**config.mk**
```make
export PLATFORM = sky130hd
export DESIGN_NAME = control_pipeline
export DESIGN_NICKNAME = d
export VERILOG_FILES = /design/src/rtl/control_pipeline.sv
export SDC_FILE = /design/constraint.sdc
export NUM_CORES = 1
export LEC_CHECK = 0
export CORE_MARGIN = 2
export CORE_UTILIZATION = 50
export CTS_BUF_LIST = sky130_fd_sc_hd__clkbuf_8
export DETAILED_ROUTE_END_ITERATION = 12
export MAX_ROUTING_LAYER = met4
export PLACE_DENSITY = 0.82
export SYNTH_ARGS = -nofsm -noshare
export SYNTH_HDL_FRONTEND = slang
export SYNTH_SLANG_ARGS = --single-unit
```
**constraint.sdc**
```tcl
create_clock -name clk -period 1.6 [get_ports clk]
set_input_delay 0.32 -clock clk [delete_from_list [all_inputs] [get_ports clk]]
set_output_delay 0.32 -clock clk [all_outputs]
set_load 0.02 [all_outputs]
```
**src/rtl/control_pipeline.sv**
```systemverilog
// rtl/control_pipeline.sv - ID/EX, EX/MEM, MEM/WB control registers with branch resolve and retire count
module control_pipeline #(
    parameter int CNT_W = 32
) (
    input  logic             clk,
    input  logic             rst_n,
    input  logic             ValidD,
    input  logic             RegWriteD,
    input  logic [1:0]       ResultSrcD,
    input  logic             MemWriteD,
    input  logic             JumpD,
    input  logic             BranchD,
    input  logic             ALUSrcD,
    input  logic [1:0]       ALUOpD,
    input  logic             ZeroE,
    input  logic             FlushE,
    input  logic             Stall,
    output logic             ALUSrcE,
    output logic [1:0]       ALUOpE,
    output logic             ResultSrcE0,
    output logic             RegWriteE,
    output logic             PCSrcE,
    output logic             MemWriteM,
    output logic             RegWriteM,
    output logic [1:0]       ResultSrcW,
    output logic             RegWriteW,
    output logic [CNT_W-1:0] RetiredW
);

    typedef struct packed {
        logic       valid;
        logic       reg_write;
        logic [1:0] result_src;
        logic       mem_write;
        logic       jump;
        logic       branch;
        logic       alu_src;
        logic [1:0] alu_op;
    } ctrl_e_t;

    ctrl_e_t          ctrl_d;
    ctrl_e_t          ctrl_e;
    logic             valid_m;
    logic             reg_write_m;
    logic [1:0]       result_src_m;
    logic             mem_write_m;
    logic             valid_w;
    logic             reg_write_w;
    logic [1:0]       result_src_w;
    logic [CNT_W-1:0] retired;

    // Invalid decode slots collapse to an all-zero bubble before entering EX.
    always_comb begin
        ctrl_d = '0;
        if (ValidD) begin
            ctrl_d.valid      = 1'b1;
            ctrl_d.reg_write  = RegWriteD;
            ctrl_d.result_src = ResultSrcD;
            ctrl_d.mem_write  = MemWriteD;
            ctrl_d.jump       = JumpD;
            ctrl_d.branch     = BranchD;
            ctrl_d.alu_src    = ALUSrcD;
            ctrl_d.alu_op     = ALUOpD;
        end
    end

    always_ff @(posedge clk or negedge rst_n) begin
        if (!rst_n) begin
            ctrl_e       <= '0;
            valid_m      <= 1'b0;
            reg_write_m  <= 1'b0;
            result_src_m <= 2'b00;
            mem_write_m  <= 1'b0;
            valid_w      <= 1'b0;
            reg_write_w  <= 1'b0;
            result_src_w <= 2'b00;
            retired      <= '0;
        end else if (!Stall) begin
            ctrl_e       <= FlushE ? '0 : ctrl_d;
            valid_m      <= ctrl_e.valid;
            reg_write_m  <= ctrl_e.reg_write;
            result_src_m <= ctrl_e.result_src;
            mem_write_m  <= ctrl_e.mem_write;
            valid_w      <= valid_m;
            reg_write_w  <= reg_write_m;
            result_src_w <= result_src_m;
            if (valid_w) begin
                retired <= retired + CNT_W'(1);
            end
        end
    end

    assign ALUSrcE     = ctrl_e.alu_src;
    assign ALUOpE      = ctrl_e.alu_op;
    assign ResultSrcE0 = ctrl_e.result_src[0] & ctrl_e.valid;
    assign RegWriteE   = ctrl_e.reg_write & ctrl_e.valid;
    assign PCSrcE      = ctrl_e.valid & (ctrl_e.jump | (ctrl_e.branch & ZeroE));
    assign MemWriteM   = mem_write_m & valid_m;
    assign RegWriteM   = reg_write_m & valid_m;
    assign ResultSrcW  = result_src_w;
    assign RegWriteW   = reg_write_w & valid_w;
    assign RetiredW    = retired;

endmodule

```
# Word level (Yosys, flattened, before mapping)
# Index checks and enable logic that the tools add are counted.
# classes
bitwise	9
n_reduce_logical	1
add_sub_neg	1
n_mux	2
# op_table
op	n
adder 32 x 1 -> 32 bit (second input constant)	1
2-to-1 mux 10 bit	2
AND 1 bit	7
AND reduction 2 bit	1
inverter 1 bit	1
OR 1 bit	1
# word_totals
inputBits	15
out_inout_bits	43
word_cells	29
reg_bits	51

# Longest topological paths before layout
# Gate-level depths: netlist of run 1.
# logic_depth
word_depth	3
ltp_mapped	6
mapped_depth_nobuf	5

# Worst setup path after synthesis of run 1
# OpenSTA, ideal clock, no wires.
# synth_timing
path_type	register -> register
from	reg retired[0], in the netlist RetiredW[0]
to	reg retired[16], in the netlist RetiredW[16]
path_stages_with_launch	7
required_ps	1469
path_buffers	1
setup_slack_ps	29
setup_ps	131
t_arrival_ps	1440
synth_period_minus_slack_ps	1571
path_cell_list	dfrtp_1 ha_1 nand3b_1 nor4_2 buf_4 nand4_1 xnor2_1
# synth_via
elab_chain_cells	1
# synth_rtl
item	line_no	rtl
from (decl)	50	logic [CNT_W-1:0] retired;
from (signal assigned)	88	retired <= retired + CNT_W'(1);
adder 32 x 1 -> 32 bit	88	
# Every way passes these cells.
# A chain may end at the register's enable or synchronous reset.

# Worst setup path after layout of run 1
# layout_timing
from	reg retired[0], in the netlist RetiredW[0]
to	reg retired[25], in the netlist RetiredW[25]
# Same word-level chain as after synthesis.

==> results of run 1 <==
through the flow:
stage                     setup WS (ns)  power [mW]  area [µm²]  TNS, ns  utilization
after floorplan                  0.0287        1.68        2180        0            -
after global placement           -0.384        1.92        2860   -10.76        0.670
after detailed placement         -0.456        1.94        2860   -12.81        0.670
after CTS                       0.00544        2.82        2950        0        0.693
after global routing            -0.0477        2.94        2980   -0.392        0.700
final                            0.0626        2.81        2980        0        0.700
cells in the mapped netlist:
library cell  count
buf_4             4
xnor2_1          25
nand3_1          10
a21oi_1           1
nand4b_1          1
nand3b_1          1
nor2b_1           2
a21o_1            1
nand4_1          13
and4b_1           1
mux2_2           10
nand2_1          13
a22o_1            9
nor3_1            4
clkbuf_1          1
nor3b_1           1
buf_1             1
ha_1              1
nand3_2           1
nor2_1            3
and3_1            5
nor4_2            3
and2_1            6
xor2_1            6
dfrtp_1          51
buf_2             1
worst register-to-register path: cells and delay by family, from the launching register on:
kind	cells	cell delay [ns]
AND/OR/NAND/NOR	3	0.64
buffers and inverters	1	0.20
XOR/XNOR	1	0.15
flip-flops	1	0.43
metal layers:
layer  global-route usage  wire length (µm)  vias to the layer above
met3               0.0476               195                        5
met2                0.327              2170                       35
met1                0.244              1940                      788
li1                     -                 -                      761
met5                    -                 0                        -
met4               0.0449                42                        0
what timing repair did:
| item | CTS | global route |
|---|---|---|
| endpoints found under the hold margin | 0 | 2 |
| resized for setup | 44 | 6 |
| pin swaps | 1 | 2 |
| hold buffers | 0 | 1 |
| gates cloned | 1 | 0 |
| setup buffers | 1 | 3 |
| setup endpoints to repair | 62 | 22 |
how the worst max path moves through the flow:
stage                            start                  endpoint  slack, ns  cells after the start
2_1_floorplan  RetiredW[0]$_DFFE_PN0P_  RetiredW[16]$_DFFE_PN0P_       0.03                      6
3_3_place_gp                     Stall       ALUSrcE$_DFFE_PN0N_      -0.38                      3
3_5_place_dp                     Stall       ALUSrcE$_DFFE_PN0N_      -0.46                      3
4_1_cts        RetiredW[5]$_DFFE_PN0P_  RetiredW[31]$_DFFE_PN0P_      0.005                      5
5_1_grt        RetiredW[0]$_DFFE_PN0P_  RetiredW[16]$_DFFE_PN0P_      -0.05                      6
6_report       RetiredW[0]$_DFFE_PN0P_  RetiredW[25]$_DFFE_PN0P_       0.06                      5
kinds of logic (layout without fill, tap and decap cells):
kind of cell / Yosys count / in the layout
flip-flops: 51 / 51
buffers and inverters: 7 / 81
adder cells (fa/ha/maj): 1 / 1
AND/OR/NAND/NOR: 64 / 64
AO/OA/AOI/OAI: 11 / 11
XOR/XNOR: 31 / 31
multiplexers: 10 / 10
power breakdown:
part / leakage (nW) / internal (mW) / total [mW] / switching [mW]
Clock: 0.0612 / 0.506 / 0.914 / 0.408
Sequential: 0.695 / 1.37 / 1.45 / 0.0752
Combinational: 0.803 / 0.225 / 0.452 / 0.227
Total: 1.56 / 2.10 / 2.81 / 0.710
layout make-up:
class	count	area [µm²]	area share
Sequential cell	51	1280	0.428
Multi-Input combinational cell	117	876	0.294
Timing Repair Buffer	73	649	0.218
Clock buffer	6	82.6	0.0277
Tap cell	52	65.1	0.0218
Clock inverter	2	35.0	0.0117
sequential cells by signal, indices dropped and copies added (netlist names):
name,flops
mem_write_m,1
reg_write_w,1
result_src_m,2
ALUOpE,2
ALUSrcE,1
valid_m,1
ResultSrcW,2
valid_w,1
RetiredW,32
reg_write_m,1
ctrl_e,7
==> flow_metrics.py, run 1 <==
metrics = {
    "status": {
        "status": "finished, final reports clean",
    },
    "detailed_routing": {
        "antenna_left": 0,
        "vias": 1589,
        "drt_pre_antenna_iters": 4,
        "wl_um": 4350,
        "post_drt_wl_per_cell_um": 14.4,
        "routed_via_density": 5.28,
        "first_iter_violations": 77,
        "drc": 0,
    },
    "sta": {
        "fmax_ghz": 0.650,
        "setup_viol": 0,
        "slew_headroom": 0.597,
        "finalHoldViolCount": 0,
        "min_period_ns": 1.54,
        "rsz0062_at_grt": "true",
        "tightest_slew_ns": 0.602,
        "fin_crit_sh": 0.961,
        "slew_viol_final": 0,
        "holdWs_ns": 0.478,
        "finalClockSkew_ns": 0.00469,
    },
    "pwr": {
        "p_leak_nw": 1.56,
        "p_per_area_nw_per_um2": 943,
        "irDropWorstVdd_v": 0.000675,
    },
    "setup_path": {
        "setup.worst_path.class": "reg -> reg",
        "slowest_delay_ns": 0.43,
        "cpLargestDelayFamily": "simple AND/OR/NAND/NOR gates",
        "reg2reg_depth": 5,
        "cp.arrival_ns": 1.72,
        "crit_path_end_kind": "register",
        "worstReg2RegEnd": "RetiredW[25]$_DFFE_PN0P_",
        "crit_buf_inv": 1,
        "worstPathMaxFanout": 6,
        "path_cells": "nand4b_1, nor4_4, buf_4, nand4_1, xnor2_1",
        "r2r_start": "RetiredW[0]$_DFFE_PN0P_",
        "cp_data_required_time_ns": 1.78,
        "crit_path_start_kind": "register",
        "cp_slowest_cell": "dfrtp_1",
        "r2r_slack_ns": 0.06,
    },
    "placed_design": {
        "dp_hpwl_um": 2980,
        "port_buffers": 57,
        "place_inst": 287,
        "gp_congestion": 0.754,
    },
    "grt": {
        "grt_pass1_wl_um": 7560,
        "grt_use_total": 0.196,
        "overflow": 0,
        "antenna_found_initial": 0,
        "grt_max_degree": 52,
        "grt_pass1_vias": 1646,
    },
    "yosys": {
        "yosys_register_bits": 51,
        "synthXorXnorAreaFrac": 0.124,
        "synth_compound_area_frac": 0.0419,
        "synthAdderAreaFrac": 0.00574,
        "yosys.area_share.simple": 0.172,
        "synth_top_cell_by_area": "dfrtp_1",
        "syn-num-nets": 191,
        "netlist.area_leader.share": 0.585,
        "ys_seq_area_frac": 0.585,
        "syn_area_per_cell_um2": 12.5,
        "synth_cells": 175,
        "ys_types": 26,
        "yosysWarningCount": 0,
        "syn_area_um2": 2180,
        "synth_top_family_by_area": "simple AND/OR/NAND/NOR gates",
        "muxShareOfSynthArea": 0.0516,
        "synth.area.top_cells": "dfrtp_1 59%, xnor2_1 10%, mux2_2 5.2%, nand4_1 3.7%, a22o_1 3.6%",
    },
    "clock_network": {
        "clk_latency_ns": 0.30,
        "clockBufferDepth": 2,
        "clk_pin_slew_ns": 0.09,
        "cts_buffers": 5,
        "cts_root_buf": "clkbuf_8",
        "cts-htree-levels": 2,
        "cts_sinks": 51,
        "tritoncts": "built",
    },
    "run": {
        "cap_violations": 0,
    },
    "min_path": {
        "hold_depth": 1,
        "hold-path-endpoint": "RetiredW[31]$_DFFE_PN0P_",
        "hold_path.class": "reg -> reg",
        "hold_path.startpoint": "RetiredW[31]$_DFFE_PN0P_",
    },
    "floorplan": {
        "fp.dieW_um": 70.0,
        "start_util": 0.511,
        "num_rows": 24,
        "io_pins": 58,
        "die-area_um2": 4910,
        "core_area_um2": 4260,
        "die-height_um": 70.0,
    },
    "finish": {
        "layout-drive-gt1-share": 0.161,
        "nFillCells": 328,
        "nets": 264,
        "n_antenna_cell": 0,
        "area_growth_pct": 36.8,
        "finalNonFillerCells": 301,
        "final_cell_mix": "51 x dfrtp_1, 41 x dlygate4sd2_1, 25 x xnor2_1",
        "final_common_cell": "dfrtp_1",
    },
}
Power figures use the tool's default switching activity.
==> inputs of run 2 (changes only) <==
--- a/config.mk
+++ b/config.mk
@@ -12,4 +12,5 @@
 export MAX_ROUTING_LAYER = met4
 export PLACE_DENSITY = 0.82
+export SETUP_SLACK_MARGIN = 0.05
 export SYNTH_ARGS = -nofsm -noshare
 export SYNTH_HDL_FRONTEND = slang
==> constraint.sdc (replaced) <==
create_clock -name clk -period 1.5 [get_ports clk]
set_input_delay 0.3 -clock clk [delete_from_list [all_inputs] [get_ports clk]]
set_output_delay 0.3 -clock clk [all_outputs]
set_load 0.01 [all_outputs]
==> run 2 against run 1 <==
The flow now finishes with violations (setup timing). Utilization up 9.7 points. Combinational power is 39% higher. Sequential share of layout area shrank 5.1 points. Routed wire length is 34% higher. Clock power shrank 12%. Register-to-register slack lost 0.22 ns. Critical endpoint is now RetiredW[22]$_DFFE_PN0P_. Highest routed layer unchanged. Clock-buffer cell count fell by 1.
==> flow_metrics.py, run 2 (synthesis gave the netlist of run 1 again) <==
metrics = {
    "floorplan": {
        "num_rows": 24,
        "fp.dieW_um": 70.0,
        "start_util": 0.511,
        "die-area_um2": 4910,
        "io_pins": 58,
        "core_area_um2": 4260,
        "die-height_um": 70.0,
    },
    "clock_network": {
        "clockBufferDepth": 2,
        "cts_sinks": 51,
        "cts_buffers": 5,
        "tritoncts": "built",
        "cts-htree-levels": 2,
        "clk_pin_slew_ns": 0.11,
        "clk_latency_ns": 0.32,
        "cts_root_buf": "clkbuf_8",
    },
    "finish": {
        "nets": 307,
        "final_cell_mix": "49 x dfrtp_1, 49 x buf_4, 32 x dlygate4sd2_1",
        "nFillCells": 257,
        "final_util": 0.796,
        "largest_reg_flops": 32,
        "area_growth_pct": 55.7,
        "multi_input_area_um2": 975,
        "n_antenna_cell": 0,
        "layout-drive-gt1-share": 0.346,
        "seq_area_um2": 1280,
    },
    "grt": {
        "grt_pass1_vias": 1919,
        "grt_use_total": 0.248,
        "overflow": 0,
        "grt_pass1_wl_um": 9160,
        "grt_max_degree": 22,
        "antenna_found_initial": 0,
    },
    "detailed_routing": {
        "antenna_left": 0,
        "wl_um": 5840,
        "post_drt_wl_per_cell_um": 17.0,
        "drt_pre_antenna_iters": 4,
        "vias": 1857,
        "first_iter_violations": 177,
        "drc": 0,
        "routed_via_density": 5.40,
    },
    "sta": {
        "finalClockSkew_ns": 0.0224,
        "fin_crit_sh": 1.11,
        "tightest_slew_ns": 0.622,
        "min_period_ns": 1.66,
        "fin_ws_ns": -0.161,
        "slew_headroom": 0.583,
        "finalHoldViolCount": 0,
        "fmax_ghz": 0.602,
        "setup_viol": 18,
        "rsz0062_at_grt": "true",
        "slew_viol_final": 0,
    },
    "setup_path": {
        "crit_path_start_kind": "register",
        "cpMostUsedCell": "buf_6",
        "worstPathMaxFanout": 5,
        "cp.arrival_ns": 1.87,
        "path_cells": "buf_6, nand4_1, nor4_4, buf_4, buf_6, nand3_1, xnor2_1",
        "cp_slowest_cell": "dfrtp_1",
        "crit_path_end_kind": "register",
        "setup.worst_path.class": "reg -> reg",
        "cp_data_required_time_ns": 1.71,
        "slowest_delay_ns": 0.39,
    },
    "pwr": {
        "p_leak_nw": 1.79,
        "p_per_area_nw_per_um2": 877,
        "irDropWorstVdd_v": 0.000784,
        "p_total_mw": 2.98,
    },
    "run": {
        "cap_violations": 0,
    },
    "status": {
        "status": "complete, but fails checks",
        "violations": "setup timing",
    },
    "min_path": {
        "hold_path.class": "in -> async",
    },
    "placed_design": {
        "port_buffers": 57,
        "dp_hpwl_um": 3230,
        "gp_congestion": 0.777,
    },
}
==> run 2: per-stage QoR <==
step	hold slack [ns]	setup slack (ns)	cell area [µm²]	instances	TNS (ns)
global route	0.467	-0.240	3400	344	-2.39
detailed placement	0.246	-0.513	2930	296	-14.28
floorplan	0.00441	0.0247	2180	175	0
CTS	0.441	-0.0502	3280	340	-0.178
finish	0.435	-0.161	3400	344	-1.14
global placement	0.246	-0.490	2930	296	-13.12
==> run 2: power breakdown <==
group / switching (mW) / leakage, nW / internal, mW
logic: 0.275 / 1.05 / 0.355
registers: 0.0777 / 0.693 / 1.47
clock network: 0.478 / 0.0402 / 0.326
total: 0.831 / 1.79 / 2.15
==> run 2: worst max-delay path, delay by kind of cell (launching register included) <==
kind,cells,cell delay (ns)
xor+xnor,1,0.20
buf+inv,3,0.40
flops,1,0.39
simple gates,3,0.56
==> run 2: layout make-up <==
cell class	instances	area share
sequential	51	0.377
timing repair buffer	116	0.291
multi-input combinational	117	0.287
clock buffer	5	0.0203
tap	52	0.0192
clock inverter	3	0.00590
==> run 2: layer usage <==
layer | share of wire | wire length [µm] | track usage
met1 | 0.41 | 2410 | 0.295
met2 | 0.51 | 2970 | 0.428
met3 | 0.053 | 307 | 0.0404
met4 | 0.027 | 159 | 0.0919
met5 | 0 | 0 | -
==> run 2: final timing paths <==
check / startpoint / endpoint / slack, ns / cells past startpoint
max: RetiredW[17]$_DFFE_PN0P_ / RetiredW[22]$_DFFE_PN0P_ / -0.16 / 7
min: rst_n / RetiredW[14]$_DFFE_PN0P_ / 0.43 / 2
max reg2reg: RetiredW[17]$_DFFE_PN0P_ / RetiredW[22]$_DFFE_PN0P_ / -0.16 / 7
min reg2reg: result_src_m[0]$_DFFE_PN0N_ / result_src_m[0]$_DFFE_PN0N_ / 0.51 / 1
max in group asynchronous: rst_n / RetiredW[0]$_DFFE_PN0P_ / 0.50 / 3
min in group clk: result_src_m[0]$_DFFE_PN0N_ / result_src_m[0]$_DFFE_PN0N_ / 0.51 / 1
==> run 2: timing repair <==
item,CTS,global route
setup buffers,32,4
gates resized for setup,67,29
pin swaps,9,8
hold endpoints to repair,14,0
hold buffers,1,0
gates cloned,3,0
endpoints found under the setup margin,74,33
